$ cat src/rtl/debug_dump_sender.sv
// Streams a padded register snapshot followed by a block of memory words out over a byte-wide UART handshake.
// Optional trailing XOR checksum byte is built when DEBUG_DUMP_CSUM_EN is defined.
module debug_dump_sender #(
    parameter int UART_BITS   = 8,
    parameter int SNAP_BITS   = 1000,
    parameter int WORD_BITS   = 32,
    parameter int ADDR_BITS   = 10,
    parameter int MEM_LATENCY = 1
) (
    input  logic                 clk,
    input  logic                 rst,
    input  logic                 i_start,
    input  logic [SNAP_BITS-1:0] i_snapshot,
    input  logic [ADDR_BITS-1:0] i_mem_base,
    input  logic [ADDR_BITS:0]   i_mem_count,
    input  logic                 i_msb_first,
    input  logic                 i_tx_ready,
    input  logic [WORD_BITS-1:0] i_mem_data,
    output logic                 o_mem_rd_en,
    output logic [ADDR_BITS-1:0] o_mem_rd_addr,
    output logic                 o_tx_start,
    output logic [UART_BITS-1:0] o_tx_data,
    output logic                 o_busy,
    output logic                 o_done
);
    localparam int SNAP_BYTES = (SNAP_BITS + UART_BITS - 1) / UART_BITS;
    localparam int PAD_BITS   = SNAP_BYTES * UART_BITS;
    localparam int BPW        = WORD_BITS / UART_BITS;
    localparam int SCW        = $clog2(SNAP_BYTES + 1);
    localparam int BCW        = $clog2(BPW + 1);
    localparam int LCW        = 3;

    typedef enum logic [3:0] {
        IDLE, SNAP_WAIT, SNAP_SEND, MEM_REQ, MEM_WAIT, MEM_LOAD, BYTE_WAIT, BYTE_SEND,
`ifdef DEBUG_DUMP_CSUM_EN
        TRAIL_WAIT, TRAIL_SEND,
`endif
        DRAIN, DONE
    } state_t;

    state_t                r_state, w_next, w_after_data;
    logic [PAD_BITS-1:0]   r_snap, w_pad;
    logic [SCW-1:0]        r_snap_left;
    logic [ADDR_BITS-1:0]  r_addr;
    logic [ADDR_BITS:0]    r_words_left;
    logic                  r_msb;
    logic [WORD_BITS-1:0]  r_word;
    logic [BCW-1:0]        r_byte_left;
    logic [LCW-1:0]        r_lat_cnt;
    logic                  r_guard;
    logic                  w_rdy;
    logic [UART_BITS-1:0]  w_word_byte;
`ifdef DEBUG_DUMP_CSUM_EN
    logic [UART_BITS-1:0]  r_csum;
`endif

    // Unused low bits of the last snapshot byte are filled with 1s.
    always_comb begin
        w_pad = '1;
        w_pad[PAD_BITS-1 -: SNAP_BITS] = i_snapshot;
    end

    assign w_word_byte = r_msb ? r_word[WORD_BITS-1 -: UART_BITS] : r_word[UART_BITS-1:0];
    // The UART may take a cycle to drop ready after a send, so skip the first sample.
    assign w_rdy = i_tx_ready & ~r_guard;

    always_comb begin
`ifdef DEBUG_DUMP_CSUM_EN
        w_after_data = TRAIL_WAIT;
`else
        w_after_data = DRAIN;
`endif
        w_next        = r_state;
        o_mem_rd_en   = 1'b0;
        o_mem_rd_addr = '0;
        o_tx_start    = 1'b0;
        o_tx_data     = '0;
        o_busy        = 1'b1;
        o_done        = 1'b0;
        case (r_state)
            IDLE: begin
                o_busy = 1'b0;
                if (i_start) w_next = SNAP_WAIT;
            end
            SNAP_WAIT: if (w_rdy) w_next = SNAP_SEND;
            SNAP_SEND: begin
                o_tx_start = 1'b1;
                o_tx_data  = r_snap[PAD_BITS-1 -: UART_BITS];
                if (r_snap_left == SCW'(1))
                    w_next = (r_words_left == '0) ? w_after_data : MEM_REQ;
                else
                    w_next = SNAP_WAIT;
            end
            MEM_REQ: begin
                o_mem_rd_en   = 1'b1;
                o_mem_rd_addr = r_addr;
                w_next        = (MEM_LATENCY > 1) ? MEM_WAIT : MEM_LOAD;
            end
            MEM_WAIT: if (r_lat_cnt == LCW'(MEM_LATENCY - 2)) w_next = MEM_LOAD;
            MEM_LOAD:  w_next = BYTE_WAIT;
            BYTE_WAIT: if (w_rdy) w_next = BYTE_SEND;
            BYTE_SEND: begin
                o_tx_start = 1'b1;
                o_tx_data  = w_word_byte;
                if (r_byte_left == BCW'(1))
                    w_next = (r_words_left == '0) ? w_after_data : MEM_REQ;
                else
                    w_next = BYTE_WAIT;
            end
`ifdef DEBUG_DUMP_CSUM_EN
            TRAIL_WAIT: if (w_rdy) w_next = TRAIL_SEND;
            TRAIL_SEND: begin
                o_tx_start = 1'b1;
                o_tx_data  = r_csum;
                w_next     = DRAIN;
            end
`endif
            DRAIN: if (w_rdy) w_next = DONE;
            DONE: begin
                o_busy = 1'b0;
                o_done = 1'b1;
                w_next = IDLE;
            end
            default: w_next = IDLE;
        endcase
    end

    always_ff @(posedge clk) begin
        if (!rst) begin
            r_state      <= IDLE;
            r_snap       <= '0;
            r_snap_left  <= '0;
            r_addr       <= '0;
            r_words_left <= '0;
            r_msb        <= 1'b0;
            r_word       <= '0;
            r_byte_left  <= '0;
            r_lat_cnt    <= '0;
            r_guard      <= 1'b0;
        end else begin
            r_state <= w_next;
            r_guard <= o_tx_start;
            case (r_state)
                IDLE: if (i_start) begin
                    r_snap       <= w_pad;
                    r_snap_left  <= SCW'(SNAP_BYTES);
                    r_addr       <= i_mem_base;
                    r_words_left <= i_mem_count;
                    r_msb        <= i_msb_first;
                end
                SNAP_SEND: begin
                    r_snap      <= r_snap << UART_BITS;
                    r_snap_left <= r_snap_left - SCW'(1);
                end
                MEM_REQ:  r_lat_cnt <= '0;
                MEM_WAIT: r_lat_cnt <= r_lat_cnt + LCW'(1);
                MEM_LOAD: begin
                    r_word       <= i_mem_data;
                    r_byte_left  <= BCW'(BPW);
                    r_words_left <= r_words_left - 1'b1;
                    r_addr       <= r_addr + 1'b1;
                end
                BYTE_SEND: begin
                    r_word      <= r_msb ? (r_word << UART_BITS) : (r_word >> UART_BITS);
                    r_byte_left <= r_byte_left - BCW'(1);
                end
                default: ;
            endcase
        end
    end

`ifdef DEBUG_DUMP_CSUM_EN
    always_ff @(posedge clk) begin
        if (!rst)
            r_csum <= '0;
        else if (r_state == IDLE && i_start)
            r_csum <= '0;
        else if (o_tx_start)
            r_csum <= r_csum ^ o_tx_data;
    end
`endif

endmodule

$ cat config.mk
export PLATFORM = sky130hd
export DESIGN_NAME = debug_dump_sender
export DESIGN_NICKNAME = d
export VERILOG_FILES = /design/src/rtl/debug_dump_sender.sv
export SDC_FILE = /design/constraint.sdc
export NUM_CORES = 2
export LEC_CHECK = 0
export ABC_AREA = 1
export BUFFER_PORTS_ARGS = -buffer_cell sky130_fd_sc_hd__buf_2
export CORE_MARGIN = 1
export CORE_UTILIZATION = 25
export CTS_BUF_LIST = sky130_fd_sc_hd__clkbuf_4
export DETAILED_ROUTE_END_ITERATION = 16
export GPL_TIMING_DRIVEN = 0
export MAX_ROUTING_LAYER = met4
export SKIP_LAST_GASP = 1
export SLEW_MARGIN = 20
export SYNTH_ARGS = -nofsm -noshare
export SYNTH_HDL_FRONTEND = slang
export SYNTH_SLANG_ARGS = --single-unit
$ cat constraint.sdc
create_clock -name clk -period 2.3 [get_ports clk]
set_clock_uncertainty 0.1 [all_clocks]
set_input_delay 0.23 -clock clk [delete_from_list [all_inputs] [get_ports clk]]
set_output_delay 0.23 -clock clk [all_outputs]
set_load 0.02 [all_outputs]
==> impl_metrics.tcl, run 1 <==
set metrics [dict create \
    status "stopped before the end" \
    lastStage "clock tree synthesis (4_1_cts)" \
    stop_error "[ERROR RSZ-0060] Max buffer count reached." \
    synth.most_common_cell "nand2_1" \
    hpwl_um 175500 \
    postCtsSetupRepairBufs 18 \
    synth_commonest_cells "nand2_1 (2,187), dfxtp_1 (1,072), a31oi_1 (1,001), o21ai_0 (856), buf_2 (305)" \
    dominantRegCellSynth "dfxtp_1" \
    h-tree-depth 5 \
    portBuffers 1078 \
    io_pins 1080 \
    numClockSinks 1072 \
    synth_area_per_cell_sq_um 7.304 \
    place_inst 9667 \
    fp.dieW_um 428.2 \
    cts-root-buf "clkbuf_4" \
    std_cell_rows 156 \
    ys_ff_latch 1072 \
    synthCells 6218 \
    async_flop_share_pct 0 \
    cts-buffers-inserted 322 \
    synth_top_area_cell "dfxtp_1" \
    ys_top_cells_by_area "dfxtp_1 (47%), nand2_1 (18%), a31oi_1 (14%)" \
    synth_edf_count 0 \
    gp_congestion 1.053 \
    cts_resized 242 \
    die_h_um 428.2 \
    ctsHoldBuffers 2046 \
    yosysWarnings 0 \
    yosys.area.top_type_share_pct 47.25 \
    yosysSeqAreaShare_pct 47.25 \
    start_util_pct 25.16 \
    place_area_sq_mm 0.05381 \
    clk_path_buf_depth 4 \
    synth_cell_type_count 30 \
    syn_nets 7285 \
    syn_area_sq_mm 0.04542 \
]
## through the flow
step | setup TNS (ns) | util, % | hold slack [ns] | setup WS (ns)
floorplan | 0 | - | 0.2790 | 0.5359
global placement | -906.58 | 29.79 | 0.3517 | -1.269
detailed placement | -644.01 | 29.80 | 0.3535 | -0.9160
## cell families after synthesis
kind of cell / after synthesis / synth area share, %
flops: 1072 / 47.25
simple gates: 2306 / 19.29
fa+ha+maj: 9 / 0.2479
xor+xnor: 7 / 0.1350
buf+inv: 697 / 6.659
compound gates: 2127 / 26.42
==> inputs of run 2 (changes only) <==
CORE_UTILIZATION = 20   (was 25)
CTS_BUF_LIST = unset   (was sky130_fd_sc_hd__clkbuf_4)
MAX_ROUTING_LAYER = unset   (was met4)
PLACE_DENSITY_LB_ADDON = 0.15   (was unset)
==> impl_metrics.tcl, run 2 <==
set metrics [dict create \
    firstDrtPassIters 6 \
    min_path_type "in -> reg" \
    yosysSeqAreaShare_pct 47.25 \
    syn_to_final_growth_pct 57.75 \
    std_cell_rows 174 \
    antenna_left 0 \
    final_common_cell "nand2_1" \
    grt_first_pass_wirelength_um 358900 \
    syn_area_sq_mm 0.04542 \
    hold_start "rst" \
    yosys.area_share.adder_pct 0.2479 \
    violations "negative setup slack" \
    start_util_pct 20.16 \
    grt_pass1_vias 54990 \
    period_minus_slack_ns 2.434 \
    clkSlewWorstSetupHoldPaths_ns 0.06 \
    cp.required_ns 1.97 \
    io_pins 1080 \
    drc 0 \
    regMostFlops "r_snap" \
    hold_end "r_state[3]" \
    maxSlewViolCount 0 \
    finalHoldViolations 0 \
    finish.utilization_pct 31.80 \
    finalSetupViolations 11 \
    ys_top_cells_by_area "dfxtp_1 (47%), nand2_1 (18%), a31oi_1 (14%)" \
    core_sq_mm 0.2253 \
    status "complete, but fails checks" \
    syn_nets 7285 \
    synth_area_per_cell_sq_um 7.304 \
    die_h_um 478.5 \
    synth_top_family_by_area "compound AO/OA/AOI/OAI gates" \
    rsz0062_at_grt "yes" \
    worst_pin_slew_ns 0.9939 \
    largest_register_ffs 1000 \
    dominantRegCellSynth "dfxtp_1" \
    worstSetupEndpointType "primary output" \
    yosys.area.top_type_share_pct 47.25 \
    async_flop_share_pct 0 \
    wl_per_cell_um 21.27 \
    synthXorXnorAreaFrac_pct 0.1350 \
    cts-buffers-inserted 140 \
    h-tree-depth 4 \
    yosysWarnings 0 \
    ys_ff_latch 1072 \
    clk_path_buf_depth 3 \
    reg2reg_slack_ns 0.07 \
    top_regs "r_snap x1000, r_word x32, r_words_left x11" \
    synth-compound-area-share_pct 26.42 \
    portBuffers 1078 \
    timing.final.crit_share_pct 105.8 \
    via_per_inst 4.670 \
    clock.fmax_ghz 0.4108 \
    hold_depth 3 \
    synthMuxAreaShare_pct 0 \
    wirelength_um 249500 \
    vias 54790 \
    cts-root-buf "clkbuf_16" \
    gp_congestion 0.9049 \
    synth_top_area_cell "dfxtp_1" \
    path_class "reg -> out" \
    cp_max_fo 5 \
    leakage_uw 0.03026 \
    cp-start-kind "register" \
    synth_edf_count 0 \
    drive_above_1_share_pct 20.53 \
    nNetsFinal 9598 \
    tritoncts "yes" \
    slew_headroom_pct 33.74 \
    worstPathArrival_ns 2.10 \
    hpwl_um 191700 \
    clock_latency_ns 0.80 \
    synth.most_common_cell "nand2_1" \
    die_area_sq_mm 0.2290 \
    synthCells 6218 \
    r2r_cells 8 \
    synth_cell_type_count 30 \
    ir_drop_uv 507.2 \
    antenna_found_initial 146 \
    final_cell_mix "nand2_1 (2,178), buf_2 (1,230), dfxtp_1 (1,067)" \
    post_synth_and_or_nand_nor_area_fraction_pct 19.29 \
    numClockSinks 1072 \
    timing.hold.ws_ns 0.09527 \
    drt-initial-drc-count 3646 \
    max_cap_violations 0 \
    worst_slack_ns -0.1342 \
    grt_usage_pct 20.82 \
    overflow 0 \
    grt_max_degree 20 \
    fp.dieW_um 478.5 \
    synth_commonest_cells "nand2_1 (2,187), dfxtp_1 (1,072), a31oi_1 (1,001), o21ai_0 (856), buf_2 (305)" \
    r2r-end "r_snap[997]" \
    powerDensity_mw_per_mm2 1056 \
    r2r_start "r_state[0]" \
]
## run 2: cell counts after synthesis
Identical to the previous run, type by type.
## run 2: worst max-delay path: stages (launching register included)
cell	delay [ns]
dfxtp_4	0.39
inv_6	0.04
nor2_4	0.14
nand2_8	0.09
inv_6	0.07
buf_12	0.11
clkbuf_16	0.14
a22o_1	0.18
buf_6	0.13
## run 2: routing by layer
metal / part of all wire [%] / global-route usage [%] / wire, um / vias to the layer above
li1: - / - / - / 26290
met1: 42 / 25.70 / 105900 / 25910
met2: 47 / 34.85 / 116400 / 1959
met3: 5.8 / 4.167 / 14500 / 558
met4: 4.9 / 9.260 / 12240 / 74
met5: 0.19 / 0 / 479 / -
## run 2: worst max-delay path by stage
stage,from,to,slack (ns),depth (start not counted)
6_report,r_state[1],o_tx_data[7],-0.13,8
3_5_place_dp,r_state[1],r_snap[896],-0.88,9
3_3_place_gp,rst,r_snap[909],-1.56,5
4_1_cts,r_state[2],o_tx_data[7],-0.29,7
2_1_floorplan,r_state[1],o_tx_data[0],0.54,7
5_1_grt,r_state[1],o_tx_data[7],-0.22,8
## run 2: what timing repair did
action | in CTS | in global routing
hold buffers | 1057 | 0
endpoints found under the setup margin | 1037 | 1064
resized for setup | 122 | 453
pin swaps | 9 | 10
hold endpoints to repair | 1056 | 0
buffers inserted | 18 | 19
cloned | 1 | 2
## run 2: power by group
group	total, uW	internal [uW]	switching (uW)
combinational	24500	9240	15300
clock	22700	13500	9230
sequential	28500	24900	3580
## run 2: layout make-up
| cell class | instances | area, sq um |
|---|---|---|
| Antenna cell | 98 | 245.2 |
| Buffer | 578 | 3352 |
| Clock buffer | 218 | 4224 |
| Clock inverter | 35 | 509.2 |
| Fill cell | 24360 | 153700 |
| Inverter | 114 | 452.9 |
| Multi-Input combinational cell | 4449 | 21120 |
| Sequential cell | 1072 | 21480 |
| Tap cell | 2992 | 3744 |
| Timing Repair Buffer | 2176 | 16520 |
## run 2: logic make-up (layout without fill, tap and decap cells)
kind of cell,Yosys count,after routing
flip-flops,1072,1072
other,0,98
buffers and inverters,697,3121
XOR/XNOR,7,7
AO/OA/AOI/OAI,2127,2127
adder cells (fa/ha/maj),9,9
AND/OR/NAND/NOR,2306,2306
## run 2: stage by stage
step / area [sq um] / TNS [ns] / total power (uW) / setup WS [ns] / cells
2_1_floorplan: 45420 / 0 / 41190 / 0.5359 / 6218
3_3_place_gp: 54560 / -1077.53 / 49690 / -1.563 / 10290
3_5_place_dp: 54580 / -643.96 / 49800 / -0.8765 / 10290
4_1_cts: 70430 / -142.07 / 75010 / -0.2926 / 11620
5_1_grt: 71580 / -3.530 / 80300 / -0.2186 / 11710
6_report: 71650 / -0.8914 / 75680 / -0.1342 / 11730
(Power assumes the default switching activity.)
